===== config.mk =====
export PLATFORM = sky130hd
export DESIGN_NAME = dec2bin_ctrl
export DESIGN_NICKNAME = d
export VERILOG_FILES = /design/src/rtl/dec2bin_ctrl.sv
export SDC_FILE = /design/constraint.sdc
export NUM_CORES = 1
export LEC_CHECK = 0
export CORE_MARGIN = 4
export CORE_UTILIZATION = 30
export DETAILED_ROUTE_END_ITERATION = 10
export DONT_BUFFER_PORTS = 1
export PLACE_DENSITY = 0.41
export SYNTH_ARGS = -nofsm -noshare
export SYNTH_HDL_FRONTEND = slang
export SYNTH_SLANG_ARGS = --single-unit

===== constraint.sdc =====
create_clock -name clk -period 3.49 [get_ports clk]
set_input_delay 0.5235 -clock clk [delete_from_list [all_inputs] [get_ports clk]]
set_output_delay 0.5235 -clock clk [all_outputs]
set_load 0.1 [all_outputs]

===== src/rtl/dec2bin_ctrl.sv =====
// Serial BCD-to-binary converter: accepts ND digits MSD-first and produces a
// signed W-bit result, flagging invalid digits and range overflow in err.
module dec2bin_ctrl #(
  parameter int ND = 4,
  parameter int W  = 16
) (
  input  logic         clk,
  input  logic         rst_n,
  input  logic         start,
  input  logic         neg,
  input  logic [3:0]   digit,
  input  logic         digit_valid,
  output logic         digit_ready,
  output logic         busy,
  output logic         done,
  output logic         err,
  output logic [W-1:0] result,
  output logic [1:0]   dbg_state
);

  typedef enum logic [1:0] {
    IDLE = 2'd0,
    WAIT = 2'd1,
    FIN  = 2'd2,
    DONE = 2'd3
  } state_t;

  localparam int CW = (ND > 1) ? $clog2(ND) : 1;

  // Largest magnitude representable for each sign, at the widened W+4 width.
  localparam logic [W+3:0] LIM_POS = {5'b0, {(W-1){1'b1}}};
  localparam logic [W+3:0] LIM_NEG = {4'b0, 1'b1, {(W-1){1'b0}}};

  state_t        state;
  logic [CW-1:0] cnt;
  logic [W-1:0]  acc;
  logic          neg_q;

  logic [W+3:0]  acc_x;
  logic [W+3:0]  next_x;
  logic [W+3:0]  lim;
  logic          ovf;
  logic          accept;
  logic          last;

  // Handshake: a digit transfers on a rising edge where digit_valid and
  // digit_ready are both high; digit_ready is high only in WAIT and the
  // controller waits indefinitely for digit_valid.
  always_comb begin
    acc_x  = {4'b0, acc};
    next_x = (acc_x << 3) + (acc_x << 1) + {{W{1'b0}}, digit};
    lim    = neg_q ? LIM_NEG : LIM_POS;
    ovf    = (next_x > lim);
    accept = digit_valid && digit_ready;
    last   = (cnt == CW'(ND - 1));
  end

  always_ff @(posedge clk or negedge rst_n) begin
    if (!rst_n) begin
      state       <= IDLE;
      acc         <= '0;
      cnt         <= '0;
      neg_q       <= 1'b0;
      err         <= 1'b0;
      result      <= '0;
      done        <= 1'b0;
      digit_ready <= 1'b0;
      busy        <= 1'b0;
    end else begin
      done <= 1'b0;
      case (state)
        IDLE: begin
          if (start) begin
            acc         <= '0;
            cnt         <= '0;
            err         <= 1'b0;
            neg_q       <= neg;
            state       <= WAIT;
            busy        <= 1'b1;
            digit_ready <= 1'b1;
          end
        end
        WAIT: begin
          if (accept) begin
            if (digit > 4'd9) begin
              err         <= 1'b1;
              state       <= FIN;
              digit_ready <= 1'b0;
            end else begin
              // Once overflowed, err is sticky so the truncated acc never matters.
              acc <= next_x[W-1:0];
              cnt <= cnt + CW'(1);
              if (ovf) err <= 1'b1;
              if (last) begin
                state       <= FIN;
                digit_ready <= 1'b0;
              end
            end
          end
        end
        FIN: begin
          result <= err ? '0 : (neg_q ? (W'(0) - acc) : acc);
          done   <= 1'b1;
          state  <= DONE;
        end
        DONE: begin
          busy  <= 1'b0;
          state <= IDLE;
        end
        default: state <= IDLE;
      endcase
    end
  end

  assign dbg_state = state;

endmodule


* Word-level counts from Yosys, hierarchy flattened
Index checks and enable logic that the tools add are counted.
** Word-level totals
- Bits in registers :: 41
- Input bits :: 9
- Output and inout port bits :: 22
- Logic and storage cells :: 62
** Operators by class
- Add/subtract/negate cells :: 4
- Order comparisons :: 2
- Equal/unequal tests :: 9
- Multiplexer cells :: 28
- Reductions and logical operators :: 10
** Operators with widths (count)
- $mux 16 :: 6
- $pmux 16 s2 :: 1
- $add 19x17->20 :: 1
- $add 20x4->20 :: 1
- $gt 20x16->1 :: 1
- $sub 1x16->16 const A :: 1
- $mux 2 :: 7
- $reduce_and 4->1 :: 3
- $mux 1 :: 9
- $pmux 2 s4 :: 1
- $eq 2x2->1 const B :: 3
- $ne 2x2->1 const B :: 3
- $ne 3x3->1 const B :: 2
- $pmux 1 s2 :: 3
- $gt 4x4->1 const B :: 1
- $pmux 2 s2 :: 1
- $reduce_and 2->1 :: 2
- $reduce_bool 2->1 :: 2
- $reduce_and 3->1 :: 1
- $add 2x1->2 const B :: 1
- $eq 2x1->1 const B :: 1
- $logic_not 2->1 :: 1
- $logic_and 1x1->1 :: 1

* Logic depth before layout (Yosys ltp)
- Word-level depth :: 7
- Gate-level depth with buffers :: 17
- Mapped depth without buffers :: 17

* Worst setup path after synthesis
No wires, ideal clock.
- Path kind :: in2reg
- From :: input digit[3]
- To :: register err
- Setup time :: 0.126 ns
- Arrival time :: 3.822 ns
- Required time :: 3.364 ns
- Setup slack :: -0.458 ns
- Cell stages on the path :: 16
- Path buffers :: 0
- Cells stage by stage :: inv_1 fa_1 inv_1 ha_1 a21o_1 a2111oi_4 o21ai_2 a41o_1 a21oi_1 xnor2_1 ha_1 nand4_1 or4_1 o31ai_1 o2111a_1 a21oi_2
** On the way
- Longest elaborated chain between the ends :: 4
- Elaborated cells between the ends (all ways) :: 8
- Classes of those cells :: 1 x add/sub; 2 x order compare; 1 x eq/ne; 3 x mux; 1 x reduce/logical
** Ends and longest elaborated chain
- from (decl) :: line 11 : input logic [3:0] digit,
- $add 20x4->20 or $gt 4x4->1 (tied branches) :: line 51, 85
- $gt 20x16->1 or $mux 1 (tied branches) :: line 53, 85
- $ne 3x3->1 (no line) or $mux 1 (tied branches)
- $reduce_and 4->1 (no line) or $pmux 1 s2 (tied branches)
- to (signal assigned) :: line 64 : err <= 1'b0;
- to (signal assigned) :: line 76 : err <= 1'b0;
- to (signal assigned) :: line 86 : err <= 1'b1;
- to (decl) :: line 16 : output logic err,
Several ways; a longest one is shown, not always the timed one. The select of a mux whose other input is x is not followed.
A chain may end at the register's enable or synchronous reset.

* Worst setup path in the final report
- From :: register acc[2]
- To :: register err
** On the way
- Longest elaborated chain between the ends :: 5
** Ends and longest elaborated chain
- from (decl) :: line 36 : logic [W-1:0] acc;
- from (signal assigned) :: line 91 : acc <= next_x[W-1:0];
- $add 19x17->20 :: line 51 : next_x = (acc_x << 3) + (acc_x << 1) + {{W{1'b0}}, digit};
- $add 20x4->20 :: line 51
- $gt 20x16->1 :: line 53 : ovf = (next_x > lim);
- $ne 3x3->1 (no line)
- $reduce_and 4->1 (no line)
Every way passes these cells.

==> results.py <==
metrics = {
    "worst_setup_path": {
        "cp_data_required_time_ns": 3.66,
        "worst-setup-path-type": "reg -> reg",
        "cpPeakStageDelay_ns": 0.54,
        "worstReg2RegEnd": "err",
        "worstSetupEndpointType": "flop",
        "critPathLaunchType": "flop",
        "rrSetupSlack_ns": -0.20,
        "critical_path.slowest_cell": "fa_1",
        "crit_chain": "inv_2, fa_1, inv_2, ha_4, a21o_1, a2111oi_4, o21ai_2, a41o_1, a21oi_2, xnor2_2, ha_1, a21o_1, a21oi_1, nor2b_1, o31ai_2, o2111a_1, a21oi_2",
        "worst_ep_arrival_time_ns": 3.86,
        "reg2regPathDepth": 17,
        "cp_max_fo": 3,
        "regToRegStartpoint": "acc[2]",
    },
    "detailed_routing": {
        "avgRoutedWirePerCell_um": 15.9,
        "drt_pass1_iterations": 4,
        "detailroute.via_count": 2664,
        "totalWireLength_um": 8330,
        "drt_iter0_drc": 150,
        "drc": 0,
        "drt.antenna.violating_nets": 0,
        "viasPerCell": 5.09,
    },
    "floorplanning": {
        "design.die.area_um2": 12700,
        "count_of_pins_on_the_block_boundary": 31,
        "start_util": 0.313,
        "die_h_um": 113,
        "core.rowCount": 37,
        "coreArea_um2": 10500,
        "die-width_um": 113,
    },
    "clocking": {
        "tritoncts": "done",
        "cts_sink_count": 41,
        "worst_setup_hold_path_clk_slew_ns": 0.08,
        "clock_insertion_delay_worst_skew_ns": 0.29,
        "cts_inserted_buffers": 5,
        "htree_num_levels": 2,
        "ctsLongestPathBuffers": 2,
        "clock_tree.root_cell": "clkbuf_8",
    },
    "placed_design": {
        "place_congestion": 0.796,
        "placement.cell_area_um2": 3780,
        "port-buffer-count": 0,
        "hpwlAfterDp_um": 6610,
    },
    "timing": {
        "timing_worst_slew_pin_value_ns": 1.09,
        "rsz0062_at_grt": "yes",
        "setup_tns_ns": -0.197,
        "final_max_slew_viols": 0,
        "final.min_clock_period_ns": 3.69,
        "timing.final.setup_violations": 1,
        "fmax_ghz": 0.271,
        "finalHoldViolCount": 0,
        "fin_hold_ws_ns": 0.0830,
        "timing.clock.skew_ns": 0.00787,
        "worst_slew_margin_relative_to_its_limit": 0.270,
        "timing.final.ws_setup_ns": -0.197,
        "period_share": 1.06,
    },
    "grt": {
        "overall_global_routing_resource_usage": 0.134,
        "met2_use_gr": 0.205,
        "grt_start_max_net_pins": 42,
        "grt_pass1_wl_um": 13800,
        "grt.busiest_layer": "met2",
        "initial_antenna_violation_count": 0,
        "gr-total-overflow": 0,
        "grt.met3_usage": 0.0167,
        "met1_layer_usage_reported_by_global_route": 0.199,
        "first_global_vias": 2619,
    },
    "synth": {
        "number_of_nets_in_the_synthesized_netlist": 406,
        "ys_async_sr_fraction": 1.00,
        "synthesis.area_per_instance_um2": 9.59,
        "yosys_register_bits": 41,
        "list_of_most_frequent_post_synthesis_cells": "ha_1 (53), dfrtp_1 (41), inv_1 (30)",
        "synth_ff_type": "dfrtp_1",
        "yosys.area.top_type": "dfrtp_1",
        "netlist_area_um2": 3280,
        "synth.area.top_cells": "dfrtp_1 (31%), ha_1 (20%), a22o_1 (4.5%)",
        "post_synth_inst_count": 342,
        "synth_top_area_share": 0.313,
        "synth_edf_count": 0,
        "yosysMostFrequentCell": "ha_1",
        "synth_seq_area_share": 0.313,
        "synthesis_warning_total": 0,
        "synth_cell_types": 53,
    },
    "cells_and_area": {
        "final_area_um2": 3940,
        "final_nets": 451,
        "final_core_occ": 0.376,
        "num_antenna_cells": 0,
        "ratio_of_cells_with_drive_above_1_in_the_final_layout": 0.209,
        "area_growth_pct": 20.2,
    },
    "status": {
        "failed_checks": "setup timing",
        "outcome": "finished with violations",
    },
    "hold_path": {
        "min_path_type": "in -> async",
    },
    "job": {
        "max_cap_violations": 0,
    },
}
worst max path at each step:
stage / start / endpoint / slack [ns] / cells after the start
floorplan: acc[2] / err / -0.18 / 17
global placement: digit[3] / err / -0.37 / 17
detailed placement: digit[3] / err / -0.42 / 17
CTS: acc[2] / err / -0.22 / 17
global route: acc[2] / err / -0.40 / 16
finish: acc[2] / err / -0.20 / 17
flip-flops by register name, summed over array words and instances, names as in the netlist:
signal       count
done             1
digit_ready      1
busy             1
err              1
acc             16
cnt              2
result          16
neg_q            1
dbg_state        2
cells by family (layout without fill, tap and decap cells):
family	Yosys count	count (layout)	share of synthesized area
xor gates and xnor gates	26	26	0.0695
and+or+nand+nor	65	65	0.105
DFF	41	41	0.313
adders and majority gates	55	55	0.215
muxes	7	7	0.0225
buffers and inverters	43	88	0.0492
AOI/OAI and AO/OA	105	105	0.226
routing by layer:
layer	routed length [um]	share of wire
met1	4410	0.53
met2	3580	0.43
met4	97	0.012
met5	0	0
met3	252	0.030
cells in the final DEF (no fill, tap or decap), drive strengths merged, types with 2 or more instances in the layout:
| master | count |
|---|---|
| a21o | 6 |
| o31ai | 7 |
| mux2 | 3 |
| or3 | 2 |
| nor4 | 3 |
| and3 | 5 |
| o41ai | 3 |
| nand2 | 23 |
| nor3 | 2 |
| nor2b | 2 |
| inv | 30 |
| clkbuf | 7 |
| nand3 | 3 |
| and2 | 2 |
| fa | 2 |
| o31a | 2 |
| xnor2 | 9 |
| nand4 | 6 |
| nand2b | 3 |
| a31oi | 3 |
| a21oi | 21 |
| a22o | 17 |
| a2111oi | 3 |
| o22ai | 17 |
| o21a | 2 |
| or4 | 3 |
| ha | 53 |
| mux2i | 4 |
| dfrtp | 41 |
| nor2 | 7 |
| o21ai | 16 |
| o211ai | 2 |
| xor2 | 17 |
| buf | 51 |
repair_timing:
item / in CTS / in global routing
hold endpoints to repair: 41 / 0
buffers inserted: 1 / 0
pin swaps: 6 / 0
hold buffers: 1 / 0
resized for setup: 8 / 1
setup endpoints to repair: 1 / 1
layout make-up:
| type | instances | area (um2) |
|---|---|---|
| clock buffers | 7 | 86.3 |
| fillers | 1082 | 6520 |
| inverters | 30 | 113 |
| multi-input cells | 258 | 2150 |
| flip-flops and latches | 41 | 1030 |
| well taps | 136 | 170 |
| repair buffers | 51 | 395 |
through the flow:
step / std cells / setup slack (ns)
floorplan: 342 / -0.178
global placement: 514 / -0.369
detailed placement: 514 / -0.424
CTS: 523 / -0.218
global route: 523 / -0.398
finish: 523 / -0.197
worst max-delay path: cells and delay by family, from the launching register on:
kind | cells | cell delay [ns]
AO/OA/AOI/OAI | 10 | 1.88
adder cells (fa/ha/maj) | 3 | 1.01
flip-flops | 1 | 0.37
XOR/XNOR | 1 | 0.14
buffers and inverters | 2 | 0.11
AND/OR/NAND/NOR | 1 | 0.06
Power is left out: the tool's default activity adds up to more than one toggle a clock period on the data nets, which glitch-free logic cannot reach.
